**config.mk**
```make
export PLATFORM = sky130hd
export DESIGN_NAME = pp_arb_ctrl
export DESIGN_NICKNAME = d
export VERILOG_FILES = /design/src/rtl/pp_arb_ctrl.sv
export SDC_FILE = /design/constraint.sdc
export NUM_CORES = 1
export LEC_CHECK = 0
export BUFFER_PORTS_ARGS = -buffer_cell sky130_fd_sc_hd__buf_4
export CAP_MARGIN = 20
export CORE_MARGIN = 1
export CORE_UTILIZATION = 34
export CTS_BUF_LIST = sky130_fd_sc_hd__clkbuf_4
export DETAILED_ROUTE_END_ITERATION = 7
export MAX_ROUTING_LAYER = met4
export PLACE_DENSITY = 0.84
export SKIP_CTS_REPAIR_TIMING = 1
export SLEW_MARGIN = 20
export SYNTH_ARGS = -nofsm -noshare
export SYNTH_HDL_FRONTEND = slang
export SYNTH_SLANG_ARGS = --single-unit
```
**constraint.sdc**
```tcl
create_clock -name clk -period 1.3 [get_ports clk]
set_input_delay 0.195 -clock clk [delete_from_list [all_inputs] [get_ports clk]]
set_output_delay 0.195 -clock clk [all_outputs]
set_load 0.01 [all_outputs]
```
**src/rtl/pp_arb_ctrl.sv**
```systemverilog
`default_nettype none
// ============================================================================
//  Module      : pp_arb_ctrl
//  Description : Two-producer, one-consumer ping-pong FIFO controller sharing
//                an external 2-entry dual-port RAM (async read, sync write).
//                Round-robin arbitration between producers; each entry is
//                tagged with the index of the producer that wrote it.
//  Revision    : 1.0  initial release
// ============================================================================
module pp_arb_ctrl #(
    parameter int DATA_W = 8
) (
    input  logic              clk,
    input  logic              rst_n,
    input  logic              i_clr,
    // producer 0
    input  logic              i_req0_valid,
    input  logic [DATA_W-1:0] i_req0_data,
    output logic              o_req0_ready,
    // producer 1
    input  logic              i_req1_valid,
    input  logic [DATA_W-1:0] i_req1_data,
    output logic              o_req1_ready,
    // consumer
    output logic              o_out_valid,
    output logic [DATA_W-1:0] o_out_data,
    output logic              o_out_src,
    input  logic              i_out_ready,
    output logic [1:0]        o_count,
    // external RAM
    output logic              o_ram_we,
    output logic              o_ram_waddr,
    output logic              o_ram_raddr,
    output logic [DATA_W-1:0] o_ram_d,
    input  logic [DATA_W-1:0] i_ram_q
);

    localparam logic [1:0] C_CNT_FULL = 2'd2;

    logic       r_wptr;
    logic       r_rptr;
    logic [1:0] r_cnt;
    logic [1:0] r_tag;
    logic       r_last;

    logic       w_space;
    logic       w_gnt_vld;
    logic       w_gnt;
    logic       w_push;
    logic       w_pop;

    // Round-robin grant: a lone requester wins; on contention the producer
    // that was not served last wins.
    always_comb begin
        w_gnt_vld = i_req0_valid | i_req1_valid;
        w_gnt     = i_req1_valid;
        if (i_req0_valid && i_req1_valid) begin
            w_gnt = ~r_last;
        end
    end

    // Handshake qualifiers; space ignores a same-cycle pop (no pass-through).
    always_comb begin
        w_space      = (r_cnt != C_CNT_FULL);
        w_push       = w_gnt_vld & w_space & ~i_clr;
        w_pop        = (r_cnt != 2'd0) & i_out_ready & ~i_clr;
        o_req0_ready = w_space & w_gnt_vld & ~w_gnt & ~i_clr;
        o_req1_ready = w_space & w_gnt_vld &  w_gnt & ~i_clr;
    end

    // RAM and consumer-side drive; the write strobe is held off while reset
    // is asserted so nothing is written before the controller is live.
    always_comb begin
        o_ram_we    = w_push & rst_n;
        o_ram_waddr = r_wptr;
        o_ram_d     = (w_push && w_gnt) ? i_req1_data : i_req0_data;
        o_ram_raddr = r_rptr;
        o_out_valid = (r_cnt != 2'd0);
        o_out_data  = i_ram_q;
        o_out_src   = r_tag[r_rptr];
        o_count     = r_cnt;
    end

    // Pointer, occupancy, source-tag and arbiter-history state.
    always_ff @(posedge clk or negedge rst_n) begin
        if (!rst_n) begin
            r_wptr <= 1'b0;
            r_rptr <= 1'b0;
            r_cnt  <= 2'd0;
            r_tag  <= 2'b00;
            r_last <= 1'b1;
        end else if (i_clr) begin
            r_wptr <= 1'b0;
            r_rptr <= 1'b0;
            r_cnt  <= 2'd0;
            r_last <= 1'b1;
        end else begin
            if (w_push) begin
                r_tag[r_wptr] <= w_gnt;
                r_wptr        <= ~r_wptr;
                r_last        <= w_gnt;
            end
            if (w_pop) begin
                r_rptr <= ~r_rptr;
            end
            case ({w_push, w_pop})
                2'b10:   r_cnt <= r_cnt + 2'd1;
                2'b01:   r_cnt <= r_cnt - 2'd1;
                default: r_cnt <= r_cnt;
            endcase
        end
    end

endmodule
`default_nettype wire

```
# Yosys cells after proc, flatten, opt, wreduce, memory -nomap -nowiden
# Cells that the tools add are included.
[word_totals] regBits=7 in_bits=30 out_inout_bits=25 word_cells=51
[op_classes] add_sub_neg=2 n_lt_le_gt_ge=3 eq_ne=3 muxes=15 n_bitwise=15 reduce_logical=8
[ops] cell="1-bit 2-to-1 mux" count=10
[ops] cell="1-bit AND" count=9
[ops] cell="8-bit 2-to-1 mux" count=1
[ops] cell="2-bit nonzero test" count=3
[ops] cell="1-bit inverter" count=5
[ops] cell="1-bit by 2-bit < comparator with 1-bit output (second input constant)" count=2
[ops] cell="2-bit case mux with 2 select lines" count=1
[ops] cell="1-bit logical AND" count=3
[ops] cell="3-bit nonzero test" count=1
[ops] cell="2-bit by 1-bit adder with 2-bit output (second input constant)" count=1
[ops] cell="2-bit bitwise mux" count=1
[ops] cell="2-bit by 1-bit == test with 1-bit output (second input constant)" count=1
[ops] cell="2-bit == test (second input constant)" count=1
[ops] cell="2-bit 2-to-1 mux" count=1
[ops] cell="2-bit inequality test (second input constant)" count=1
[ops] cell="2-bit AND reduction" count=1
[ops] cell="2-bit by 1-bit subtractor with 2-bit output (second input constant)" count=1
[ops] cell="1-bit demux with 1-bit select" count=1
[ops] cell="1-bit >= comparator (second input constant)" count=1
[ops] cell="1-bit OR" count=1

# Longest topological paths before layout
[depth] depth_word=6 depth_mapped=4 mapped_depth_nobuf=3

# Least setup slack after synthesis
# Ideal clock, no wire load.
[synth_path] kind="reg2out" startpoint="register r_cnt[0] (netlist: o_count[0])" endpoint="output o_ram_d[0]" arrival_time_ns=1.282 required_time_ns=1.105 setup_slack_ns=-0.177 stages_incl_launch_ff=5 path_buffers=1 cell_sequence="dfrtp_1 > nand2b_4 > and3_4 > buf_12 > mux2_4"
[synth_between] elab_chain_len=5
[synth_rtl] element="start: declaration" line="42" source="logic [1:0] r_cnt;"
[synth_rtl] element="start signal: assignment" line="107" source="2'b10: r_cnt <= r_cnt + 2'd1;"
[synth_rtl] element="start signal: assignment" line="108" source="2'b01: r_cnt <= r_cnt - 2'd1;"
[synth_rtl] element="start signal: assignment" line="109" source="default: r_cnt <= r_cnt;"
[synth_rtl] element="2-bit inequality test" line="64" source="w_space = (r_cnt != C_CNT_FULL);"
[synth_rtl] element="1-bit AND (2 in series)" line="65" source="w_push = w_gnt_vld & w_space & ~i_clr;"
[synth_rtl] element="1-bit logical AND" line="76" source="o_ram_d = (w_push && w_gnt) ? i_req1_data : i_req0_data;"
[synth_rtl] element="8-bit 2-to-1 mux" line="76"
[synth_rtl] element="end: declaration" line="34" source="output logic [DATA_W-1:0] o_ram_d,"
# Every way passes these cells.

# Worst setup path in the final report
[layout_path] startpoint="register r_last" endpoint="output o_ram_d[1]"
[layout_between] elab_chain_len=4
[layout_rtl] element="start: declaration" line="44" source="logic r_last;"
[layout_rtl] element="start signal: assignment" line="101" source="r_last <= w_gnt;"
[layout_rtl] element="1-bit inverter" line="58" source="w_gnt = ~r_last;"
[layout_rtl] element="1-bit 2-to-1 mux" line="57" source="if (i_req0_valid && i_req1_valid) begin"
[layout_rtl] element="1-bit logical AND" line="76"
[layout_rtl] element="8-bit 2-to-1 mux" line="76"
# Every way passes these cells.

==> summary.txt <==
Syn Std Cell Area -> 603 sq um
Max transition margin -> 0.765
Arrival @ worst endpoint -> 1.49 ns
Nets -> 139
Initial antenna violation count -> 0
Clock Pin Slew Worst Setup and Hold Paths -> 0.05 ns
Switching portion of total power -> 0.282
Ranking of synthesized cells by area -> dfrtp_1 (25%), mux2_4 (20%), buf_4 (10%)
Synth top area share -> 0.249
Pins over their slew limit -> 0
Routed via count -> 647
Synth Flop Type -> dfrtp_1
Status -> finished with violations
Die Ht -> 44.1 microns
Final wirelength -> 1830 microns
Clock Latency Late Sink -> 0.25 ns
Vias in the first global route -> 600
I/O Pins -> 55
# placed instances -> 115
Static leakage -> 0.000548 uW
Synth cell count leaders -> buf_4 (8), mux2_4 (8), dfrtp_1 (6)
Failing checks -> design-rule violations, negative setup slack
Fin crit share -> 1.29
RSZ-0062 raised after global routing -> yes
Power share of the combinational group -> 0.436
Clock skew -> 0.00169 ns
Hold Path Class -> in -> reg
Placer Congestion -> 0.710
Routed WL per cell -> 14.7 microns
Worst hold slack -> 0.153 ns
Clock Power Share -> 0.254
Cts bufs inserted -> 3
H-tree depth -> 1
Share of post-route cells with drive strength above 1 -> 0.731
Internal Pwr Total -> 627 uW
First-pass GRT wire length -> 2430 microns
Post-Syn Instances -> 57
Slowest-stage cell, CP -> dfstp_2
CP peak stage delay -> 0.55 ns
Yosys warns -> 0
FFs w/ async S/R, synth -> 1.00
Req. time, crit path -> 1.11 ns
CP top delay family -> flip-flops
Peak VDD IR -> 0.000584 V
TritonCTS clock tree -> done
Startpoint Class -> flop
Die ar. -> 0.00195 sq mm
Buf/Inv on CP -> 1
Peak Freq -> 595 MHz
Root buf cell -> clkbuf_4
Final worst setup slack -> -0.382 ns
Most area-hungry cell type in the Yosys netlist -> dfrtp_1
Final cell count without fillers -> 124
Hpwl dp -> 1230 microns
CP cell instances -> a21boi_4, and3_4, mux2_4, buf_6
Max clock buf depth -> 2
Row count -> 14
# setup viols final -> 12
Final min period -> 1.68 ns
Syn Nets -> 87
Power density over cell area -> 797 mW/mm^2
Least-Margin Pin Slew -> 0.352 ns
Number of synthesized register bits -> 7
Switch Pwr -> 246 uW
Hold Fails Final Rpt -> 0
Tot GR Track Use -> 0.178
Router iterations before antenna repair -> 6
# diodes -> 0
Initial core utilization -> 0.383
Unique masters post-synth -> 28
Layout overhead on the synthesized area -> 81.7%
Drt first-iter violations -> 11
GR Overflow Total -> 0
DIE WIDTH -> 44.1 microns
Setup_tns -> -3.47 ns
Post-synth EDFFs -> 0
Flop pwr share -> 0.309
Max-cap violations -> 0
DRC -> 8
Core area -> 0.00158 sq mm
Sequential element share of the synthesized area -> 0.293
Final ANT Viol Nets -> 0
Mapped Avg Cell Area -> 10.6 sq um
Crit path max fanout -> 4
Clock sinks -> 7
Largest net degree at the start of global routing -> 10
PortBufs -> 38
Critical path type -> reg -> out
Vias per cell -> 5.22
Power Total -> 874 uW
CP Capture Type -> output pin
layout by cell type (no fill, tap or decap), drive strengths merged:
master and count:
dfrtp 6, a21oi 3, buf 54, dlygate4sd3 1, nor4 2, a31oi 1, nor2 3, o31ai 1
and4 2, nand2 1, o2111ai 1, clkbuf 4, o21ai 4, or3 1, nand2b 1, inv 2
or2 1, and3 3, nor2b 2, a21boi 1, dfstp 1, nand3b 1, mux2 11, xor2 1
through the flow:
step / util / setup slack [ns] / cell area (sq um)
2_1_floorplan: - / -0.0988 / 609
3_3_place_gp: 0.591 / -0.131 / 932
3_5_place_dp: 0.591 / -0.158 / 932
4_1_cts: 0.610 / -0.440 / 962
5_1_grt: 0.695 / -0.422 / 1100
6_report: 0.695 / -0.382 / 1100
cell type report:
cell class	count	area [sq um]
multi-input cells	40	399
well taps	16	20.0
inverters	2	7.51
flip-flops and latches	7	179
clock buffers	4	30.0
repair buffers	55	460
fillers	125	480
kinds of logic (layout without fill, tap and decap cells):
kind of cell / after synthesis / count (layout) / share of synthesized area
compound gates: 11 / 11 / 0.108
xor+xnor: 1 / 1 / 0.0145
buf+inv: 11 / 61 / 0.145
flops: 7 / 7 / 0.293
mux: 11 / 11 / 0.255
simple gates: 16 / 17 / 0.185
flip-flops by register name, indices dropped and copies added (netlist names):
| name | count |
|---|---|
| o_count | 2 |
| o_ram_raddr | 1 |
| o_ram_waddr | 1 |
| r_last | 1 |
| r_tag | 2 |
power by group through the flow:
stage	registers (uW)	clock network, uW	logic (uW)
3_3_place_gp	270	0	310
6_report	270	222	381
2_1_floorplan	277	0	164
4_1_cts	269	228	317
3_5_place_dp	272	0	315
5_1_grt	274	250	408
path summary, 6_finish.rpt:
path	start	end	slack, ns	cells past startpoint
min in group asynchronous	rst_n	o_count[1]$_DFFE_PN0P_	0.39	2
max	r_last$_DFFE_PN1P_	o_ram_d[1]	-0.38	4
max in group asynchronous	rst_n	r_last$_DFFE_PN1P_	0.61	2
min	i_out_ready	o_count[1]$_DFFE_PN0P_	0.15	2
max reg2reg	o_count[0]$_DFFE_PN0P_	r_tag[0]$_DFFE_PN0P_	0	4
min reg2reg	r_tag[0]$_DFFE_PN0P_	r_tag[0]$_DFFE_PN0P_	0.52	1
per-layer routing:
| layer | track usage | vias to the layer above | part of all wire |
|---|---|---|---|
| met5 | - | - | 0 |
| met4 | 0.0909 | 0 | 0.015 |
| met3 | 0.0571 | 5 | 0.11 |
| met2 | 0.297 | 40 | 0.52 |
| met1 | 0.187 | 299 | 0.36 |
| li1 | - | 303 | - |
Note: power is estimated with default switching activity, not from simulation.
